<file path="src/rtl/modulo_varredura4_if.sv">
// modulo_varredura4_if: scan control inputs and 1:4 demux drive outputs
interface modulo_varredura4_if;
    logic       RUN;
    logic       HOLD;
    logic [3:0] MASK;
    logic [1:0] S;
    logic       E;
    logic       SLOT_START;

    modport master (output RUN, HOLD, MASK, input S, E, SLOT_START);
    modport slave  (input RUN, HOLD, MASK, output S, E, SLOT_START);
endinterface

</file>
<file path="src/rtl/modulo_varredura4.sv">
// modulo_varredura4: time-sliced 4-channel scanner driving a 1:4 demux with blanking between channels
module modulo_varredura4 #(
    parameter int DIV   = 1000,
    parameter int BLANK = 8
) (
    input logic                 clk,
    input logic                 rst_n,
    modulo_varredura4_if.slave  bus
);
    localparam int CW = $clog2(DIV);
    localparam logic [CW-1:0] LB = CW'((BLANK > 0) ? BLANK - 1 : 0);
    localparam logic [CW-1:0] LD = CW'(DIV - 1);

    typedef enum logic [1:0] {IDLE, BLANKING, ACTIVE} state_t;

    state_t        r_state, w_state_n, w_slot_st;
    logic [CW-1:0] r_cnt, w_cnt_n;
    logic [1:0]    r_s, w_s_n, w_first, w_next, w_p;
    logic          r_e, r_ss, w_e_n, w_start, w_go;
    logic [7:0]    w_sh;
    logic [3:0]    w_rot;

    assign bus.S          = r_s;
    assign bus.E          = r_e;
    assign bus.SLOT_START = r_ss;

    // Channel search: lowest set bit for a fresh start, circular search from S+1 at slot end
    always_comb begin
        w_go      = bus.RUN && (bus.MASK != 4'b0000);
        w_slot_st = (BLANK == 0) ? ACTIVE : BLANKING;
        w_first   = bus.MASK[0] ? 2'd0 : bus.MASK[1] ? 2'd1 : bus.MASK[2] ? 2'd2 : 2'd3;
        w_sh      = {bus.MASK, bus.MASK} >> ({1'b0, r_s} + 3'd1);
        w_rot     = w_sh[3:0];
        w_p       = w_rot[0] ? 2'd0 : w_rot[1] ? 2'd1 : w_rot[2] ? 2'd2 : 2'd3;
        w_next    = r_s + 2'd1 + w_p;
    end

    // State register plus registered outputs; reset aborts any slot with E low
    always_ff @(posedge clk or negedge rst_n) begin
        if (!rst_n) begin
            r_state <= IDLE;
            r_cnt   <= '0;
            r_s     <= 2'b00;
            r_e     <= 1'b0;
            r_ss    <= 1'b0;
        end else begin
            r_state <= w_state_n;
            r_cnt   <= w_cnt_n;
            r_s     <= w_s_n;
            r_e     <= w_e_n;
            r_ss    <= w_start;
        end
    end

    // Next state: stop has priority, then slot start, blanking end, slot end (hold or advance)
    always_comb begin
        w_state_n = r_state;
        w_cnt_n   = r_cnt + 1'b1;
        w_s_n     = r_s;
        w_start   = 1'b0;
        if (!w_go) begin
            w_state_n = IDLE;
            w_cnt_n   = '0;
        end else if (r_state == IDLE) begin
            w_state_n = w_slot_st;
            w_cnt_n   = '0;
            w_s_n     = w_first;
            w_start   = 1'b1;
        end else if (r_state == BLANKING) begin
            w_state_n = (r_cnt == LB) ? ACTIVE : BLANKING;
        end else if (r_cnt == LD) begin
            w_cnt_n = '0;
            if (!bus.HOLD) begin
                w_state_n = w_slot_st;
                w_s_n     = w_next;
                w_start   = 1'b1;
            end
        end
    end

    // Output: demux enabled only while active and the selected channel is still masked in
    always_comb begin
        w_e_n = (w_state_n == ACTIVE) ? bus.MASK[w_s_n] : 1'b0;
    end
endmodule

</file>
<file path="src/flat_wrapper.sv">
// flat-port wrapper written by rule: the top's interface ports become plain ports
module modulo_varredura4_flat 
#(
    parameter int DIV   = 1000,
    parameter int BLANK = 8
)
  (clk, rst_n, bus_RUN, bus_HOLD, bus_MASK, bus_S, bus_E, bus_SLOT_START);
  modulo_varredura4_if bus_i ();
  input logic clk;
  input logic rst_n;
  input wire logic [$bits(bus_i.RUN)-1:0] bus_RUN;
  input wire logic [$bits(bus_i.HOLD)-1:0] bus_HOLD;
  input wire logic [$bits(bus_i.MASK)-1:0] bus_MASK;
  output wire logic [$bits(bus_i.S)-1:0] bus_S;
  output wire logic [$bits(bus_i.E)-1:0] bus_E;
  output wire logic [$bits(bus_i.SLOT_START)-1:0] bus_SLOT_START;
  assign bus_i.RUN = bus_RUN;
  assign bus_i.HOLD = bus_HOLD;
  assign bus_i.MASK = bus_MASK;
  assign bus_S = bus_i.S;
  assign bus_E = bus_i.E;
  assign bus_SLOT_START = bus_i.SLOT_START;
  modulo_varredura4 #(.DIV(DIV), .BLANK(BLANK)) u_core (.clk(clk), .rst_n(rst_n), .bus(bus_i));
endmodule
</file>
<file path="config.mk">
export PLATFORM = sky130hd
export DESIGN_NAME = modulo_varredura4_flat
export DESIGN_NICKNAME = d
export VERILOG_FILES = /design/src/rtl/modulo_varredura4_if.sv /design/src/rtl/modulo_varredura4.sv /design/src/flat_wrapper.sv
export SDC_FILE = /design/constraint.sdc
export NUM_CORES = 1
export LEC_CHECK = 0
export CAP_MARGIN = 5
export CORE_MARGIN = 5
export CORE_UTILIZATION = 49
export CTS_CLUSTER_SIZE = 30
export DETAILED_ROUTE_END_ITERATION = 16
export GPL_TIMING_DRIVEN = 1
export PLACE_DENSITY = 0.74
export SETUP_SLACK_MARGIN = 0.3
export SYNTH_ARGS = -nofsm -noshare
export SYNTH_HDL_FRONTEND = slang
export SYNTH_SLANG_ARGS = --single-unit
</file>
<file path="constraint.sdc">
create_clock -name clk -period 2.1 [get_ports clk]
set_clock_uncertainty 0.05 [all_clocks]
set_input_delay 0.42 -clock clk [delete_from_list [all_inputs] [get_ports clk]]
set_output_delay 0.42 -clock clk [all_outputs]
set_load 0.02 [all_outputs]
</file>
==> results.py <==
metrics = {
    "outcome": {
        "status": "complete, but fails checks",
        "failed_checks": "negative setup slack",
    },
    "clock_tree": {
        "clk_pin_slew_worst_paths_ns": 0.09,
        "ctsHoldBuffers": 0,
        "clock_sinks": 16,
        "max-clock-path-buffers": 2,
        "htree_num_levels": 1,
        "clock_latency_ns": 0.29,
        "cts_made_buffers": 3,
        "tritoncts": "built",
        "cts.root.buffer_cell": "sky130_fd_sc_hd__clkbuf_4",
    },
    "sta": {
        "finalMaxSlewViolations": 0,
        "worst_hold_slack_ns": 0.387,
        "worst-slew-pin-transition_ns": 0.465,
        "finalSetupViolations": 2,
        "grt_setup_unrepaired": "true",
        "timing.setup.tns_ns": -0.176,
        "layout_worst_path_cycle_share_pct": 106,
        "fmax_ghz": 0.449,
        "final_period_minus_worst_setup_slack_ns": 2.23,
        "hold_violations": 0,
        "max_slew_margin_pct": 68.7,
        "setup_ws_ns": -0.128,
    },
    "final_layout": {
        "final_common_cell": "sky130_fd_sc_hd__buf_4",
        "area_occupied_by_registers_um2": 403,
        "final_core_utilization_pct": 75.5,
        "multi_input_area_um2": 634,
        "finish.net_count": 160,
        "insertedDiodeCount": 0,
        "post_route_cells_drive_above_1_share_pct": 38.9,
        "final_cell_mix": "sky130_fd_sc_hd__buf_4 (28), sky130_fd_sc_hd__dfrtp_1 (14), sky130_fd_sc_hd__nor2_1 (11)",
        "syn_to_final_growth_pct": 44.4,
        "post_layout_nonfiller_instances": 176,
        "filler_cell_count": 131,
    },
    "global_routing": {
        "global_route_overflow": 0,
        "gr-usage-all-layers_pct": 15.9,
        "grt_antenna_before_repair": 0,
        "wire_length_of_the_first_global_routing_pass_um": 4020,
        "largest_net_degree_at_the_start_of_global_routing": 11,
        "first_global_vias": 910,
    },
    "floorplan": {
        "floorplan.core_area_um2": 1980,
        "dieArea_um2": 3130,
        "die_h_um": 56.0,
        "top_level_ports": 12,
        "floorplan.rows": 16,
        "die_extent_in_x_um": 56.0,
        "initial_core_util_pct": 52.3,
    },
    "setup_path": {
        "worstSetupStartpointType": "flop",
        "sequence_of_cells_on_the_critical_path": "ha_2 > and4bb_1 > nand2_2 > or4_4 > or3_4 > a31oi_4 > mux2i_1",
        "cp_slowest_stage_delay_ns": 0.44,
        "setup.worst_path.class": "flop to flop",
        "critical_path_peak_fanout": 3,
        "critPathCaptureType": "flop",
        "cp_data_arrival_time_ns": 2.40,
        "startpoint": "u_core.r_cnt[0]",
        "required_ns": 2.27,
        "cpMaxStageDelayCell": "sky130_fd_sc_hd__or4_4",
        "crit-reg2reg-launch": "u_core.r_cnt[0]",
    },
    "routing": {
        "detailedRoute.firstIterationViolations": 18,
        "drc": 0,
        "drt_pass1_iterations": 4,
        "route.final.wire_length_um": 2760,
        "route.vias.total": 988,
        "routed_via_density": 5.61,
        "post_drt_wl_per_cell_um": 15.7,
        "drt.antenna.violating_nets": 0,
    },
    "power": {
        "power.static_leakage_uw": 0.000686,
        "vdd_ir_drop_max_mv": 0.538,
        "power-per-cell-area_nw_per_um2": 501,
    },
    "synthesis": {
        "syn_area_per_cell_um2": 9.50,
        "yosys.cell_types.count": 43,
        "yosys_warnings": 0,
        "synth.yosys.seq_area_share_pct": 38.6,
        "synth-edff-count": 0,
        "postSynth.topFlopCell": "sky130_fd_sc_hd__dfrtp_1",
        "synthCells": 109,
        "synth.net_count": 119,
        "async_reset_ff_share_pct": 100,
        "postSynthRegisterBits": 16,
        "syn-cell-area_um2": 1040,
    },
    "place": {
        "post-dp-hpwl_um": 1920,
        "io_buffers": 11,
        "gp_routability_congestion": 0.797,
        "placed_cells": 165,
    },
    "min_path": {
        "timing.hold.worst.class": "input port to async pin",
    },
    "job": {
        "drv_cap": 0,
    },
}
## synthesized netlist by cell type (all sizes together) (2+ instances only)
master  count  share of area [%]
inv         5                1.8
nor4        4                2.4
or2         2                1.2
nand3       4                1.9
nor4b       2                1.7
o211ai      2                1.4
xor2        3                2.5
a21boi      2                1.4
nand2       7                2.5
ha          2                2.4
a21oi       3                1.4
or4         2                1.8
clkbuf      5                2.1
nor2       12                4.3
dfrtp      16                 39
xnor2       6                5.1
mux2i       2                1.9
and3        6                4.0
o21ai       4                1.9
## sequential cells by signal, indices dropped and copies added (netlist names)
name,flops
u_core.r_cnt,10
u_core.r_state,2
u_core.bus.SLOT_START,1
u_core.bus.S,2
u_core.bus.E,1
## stage by stage
stage          setup slack [ns]  instance area (um2)  power, uW
4_1_cts                 -0.0786                 1410        731
3_3_place_gp             -0.392                 1350        524
5_1_grt                  -0.230                 1500        787
3_5_place_dp             -0.459                 1350        531
2_1_floorplan           -0.0205                 1050        451
6_report                 -0.128                 1500        750
## where the power goes
group	internal [uW]	switching [uW]
clock network	106	94.2
registers	320	16.2
logic	109	105
## metal layers
metal	GRT usage [%]	vias to the layer above	wire [um]
met5	0	-	0
met4	3.73	0	14
met3	4.18	3	85
met2	27.4	13	1500
met1	19.5	497	1160
li1	-	475	-
## critical path: cells and delay by family, from the launching register on
kind,cells,cell delay (ns)
compound gates,1,0.16
fa+ha+maj,1,0.20
mux,1,0.20
flops,1,0.37
simple gates,4,1.16
## logic make-up after synthesis
group,synth area share [%]
AOI/OAI and AO/OA,14.9
xor gates and xnor gates,7.61
adders and majority gates,2.42
buffers and inverters,4.95
DFF,38.6
muxes,1.93
and+or+nand+nor,29.6
## area by class of cell
| type | instances | area share, % |
|---|---|---|
| sequential | 16 | 26.9 |
| multi-input combinational | 82 | 42.4 |
| inverter | 5 | 1.25 |
| tap | 27 | 2.26 |
| clock buffer | 4 | 2.42 |
| timing repair buffer | 42 | 24.7 |
## final timing paths
path	to	slack (ns)	cells past startpoint
worst max-delay path	u_core.bus.E	-0.13	7
max in group asynchronous	u_core.bus.S[0]	1.13	2
min in group clk	u_core.r_cnt[0]	0.51	2
worst min register to register	u_core.r_cnt[0]	0.51	2
worst max register to register	u_core.bus.E	-0.13	7
worst min-delay path	u_core.r_cnt[1]	0.39	1
## what timing repair did
action | 4_1_cts | 5_1_grt
setup endpoints to repair | 15 | 16
gates resized for setup | 9 | 13
cloned | 0 | 1
pin swaps | 3 | 2
buffers inserted | 3 | 3
Note: power is estimated with default switching activity, not from simulation.
==> patch: new RTL, same flow settings <==
`DIV` is set to 1000 in 2 places; all go to 2000.
--- a/src/rtl/modulo_varredura4.sv
+++ b/src/rtl/modulo_varredura4.sv
@@ -1,6 +1,6 @@
 // modulo_varredura4: time-sliced 4-channel scanner driving a 1:4 demux with blanking between channels
 module modulo_varredura4 #(
-    parameter int DIV   = 1000,
+    parameter int DIV   = 2000,
     parameter int BLANK = 8
 ) (
     input logic                 clk,
--- a/src/flat_wrapper.sv
+++ b/src/flat_wrapper.sv
@@ -1,7 +1,7 @@
 // flat-port wrapper written by rule: the top's interface ports become plain ports
 module modulo_varredura4_flat 
 #(
-    parameter int DIV   = 1000,
+    parameter int DIV   = 2000,
     parameter int BLANK = 8
 )
   (clk, rst_n, bus_RUN, bus_HOLD, bus_MASK, bus_S, bus_E, bus_SLOT_START);
Behaviour: same outputs for any inputs over 10 cycles, from zero or initial values and one cycle with rst_n low; that may be too few to reach the edited logic, so the function may still have changed.
==> patch against the original RTL <==
- total power is 1.9% lower
- design area shrank 4.8%
- sequential cell count up 1
- via count is 5.3% lower
- worst setup slack better by 0.26 ns
- area after synthesis up 1.7%
- wire length fell by 13%
- fmax increased by 13%
==> patch: results (changes against the original RTL) <==
====================================================================================
Status                                                                  finished clean
Filler Cells Inserted                                                            144   +9.9%
Leakage power summed over all cells                                         0.597 nW   -13%
Post-synthesis adder-cell area fraction                                        2.38%   -0.040 points
Register-to-register setup slack                                             0.13 ns   +0.26 ns
Commonest cells in the netlist                                          17 x sky130_fd_sc_hd__dfrtp_1, 16 x sky130_fd_sc_hd__nor2_1, 7 x sky130_fd_sc_hd__a21oi_1, 7 x sky130_fd_sc_hd__inv_1, 7 x sky130_fd_sc_hd__nand3_1
Highest ir drop seen on vdd                                                   379 uV   -30%
Cell family with the largest share of critical-path delay               buffers and inverters
Critical R2R Launch                                                     u_core.bus.S[1]
Slew of the pin with the lowest slew margin                                 0.401 ns   -0.0637 ns
Synthesized net count                                                            126   +5.9%
Critical path peak fanout                                                          6   +3
Parity-gate share of the synthesized area counting xor and xnor cells          7.48%   -0.13 points
Pin count of the biggest net entering global routing                              12   +1
Largest cells by area after synthesis                                   sky130_fd_sc_hd__dfrtp_1 40%, sky130_fd_sc_hd__nor2_1 5.7%, sky130_fd_sc_hd__xor2_1 4.2%, sky130_fd_sc_hd__a21oi_1 3.3%, sky130_fd_sc_hd__nand3_1 3.3%
Share of layout cells above drive strength 1                                   29.0%   -10 points
Cell at the slowest stage of the critical path                          sky130_fd_sc_hd__o41ai_4
Total vias in the final route                                                    936   -5.3%
Crit. path cell count                                                             10   +3
Total track usage                                                              16.9%   +1.0 points
Post-detailed-route via-to-cell ratio                                           5.44   -3.1%
Initial drt markers                                                                9   -9
Post-layout net count                                                            156   -2.5%
Arrival time reported for the critical path endpoint                         2.08 ns   -0.32 ns
Cell area after placement                                               0.00132 mm^2   -2.3%
====================================================================================
==> patch: per-layer routing <==
layer  track usage (%)  part of all wire (%)  routed length, um  up-vias
met2              30.2                    52               1250        9
met1              18.9                    44               1050      441
met3              3.67                   2.8                 67        4
met5                 0                     0                  0        -
li1                  -                     -                  -      482
met4              7.46                   1.6                 39        0
==> patch: timing repair <==
item                       CTS  global route
setup endpoints to repair   16            14
buffers inserted             2             0
pin swaps                    7            10
gates cloned                 1             0
gates resized for setup     20            11
==> patch: cells by family after synthesis <==
kind of cell	after synthesis
buf+inv	10
mux	2
fa+ha+maj	2
flops	17
xor+xnor	9
simple gates	51
compound gates	25
==> patch: metrics by stage <==
stage               worst slack (ns)  util [%]  total power (W)
global placement              -0.427      65.7         0.000551
floorplan                      0.124         -         0.000462
global route                 -0.0458      71.1         0.000785
detailed placement            -0.577      65.7         0.000556
finish                         0.130      71.1         0.000735
CTS                           0.0884      69.8         0.000737
==> patch: worst max-delay path by stage <==
stage / start / endpoint / slack, ns
3_5_place_dp: bus_MASK[1] / u_core.bus.E / -0.58
6_report: bus_MASK[3] / u_core.r_cnt[9] / 0.13
5_1_grt: u_core.bus.S[1] / u_core.bus.E / -0.05
3_3_place_gp: bus_MASK[3] / u_core.bus.E / -0.43
2_1_floorplan: u_core.bus.S[1] / u_core.bus.E / 0.12
4_1_cts: u_core.r_cnt[0] / u_core.bus.E / 0.09
==> patch: final cells by class <==
| type | count | area, um^2 | area share (%) |
|---|---|---|---|
| Timing Repair Buffer | 28 | 263 | 18.5 |
| Multi-Input combinational cell | 89 | 644 | 45.3 |
| Tap cell | 27 | 33.8 | 2.37 |
| Sequential cell | 17 | 428 | 30.1 |
| Clock buffer | 4 | 26.3 | 1.85 |
| Inverter | 7 | 28.8 | 2.02 |
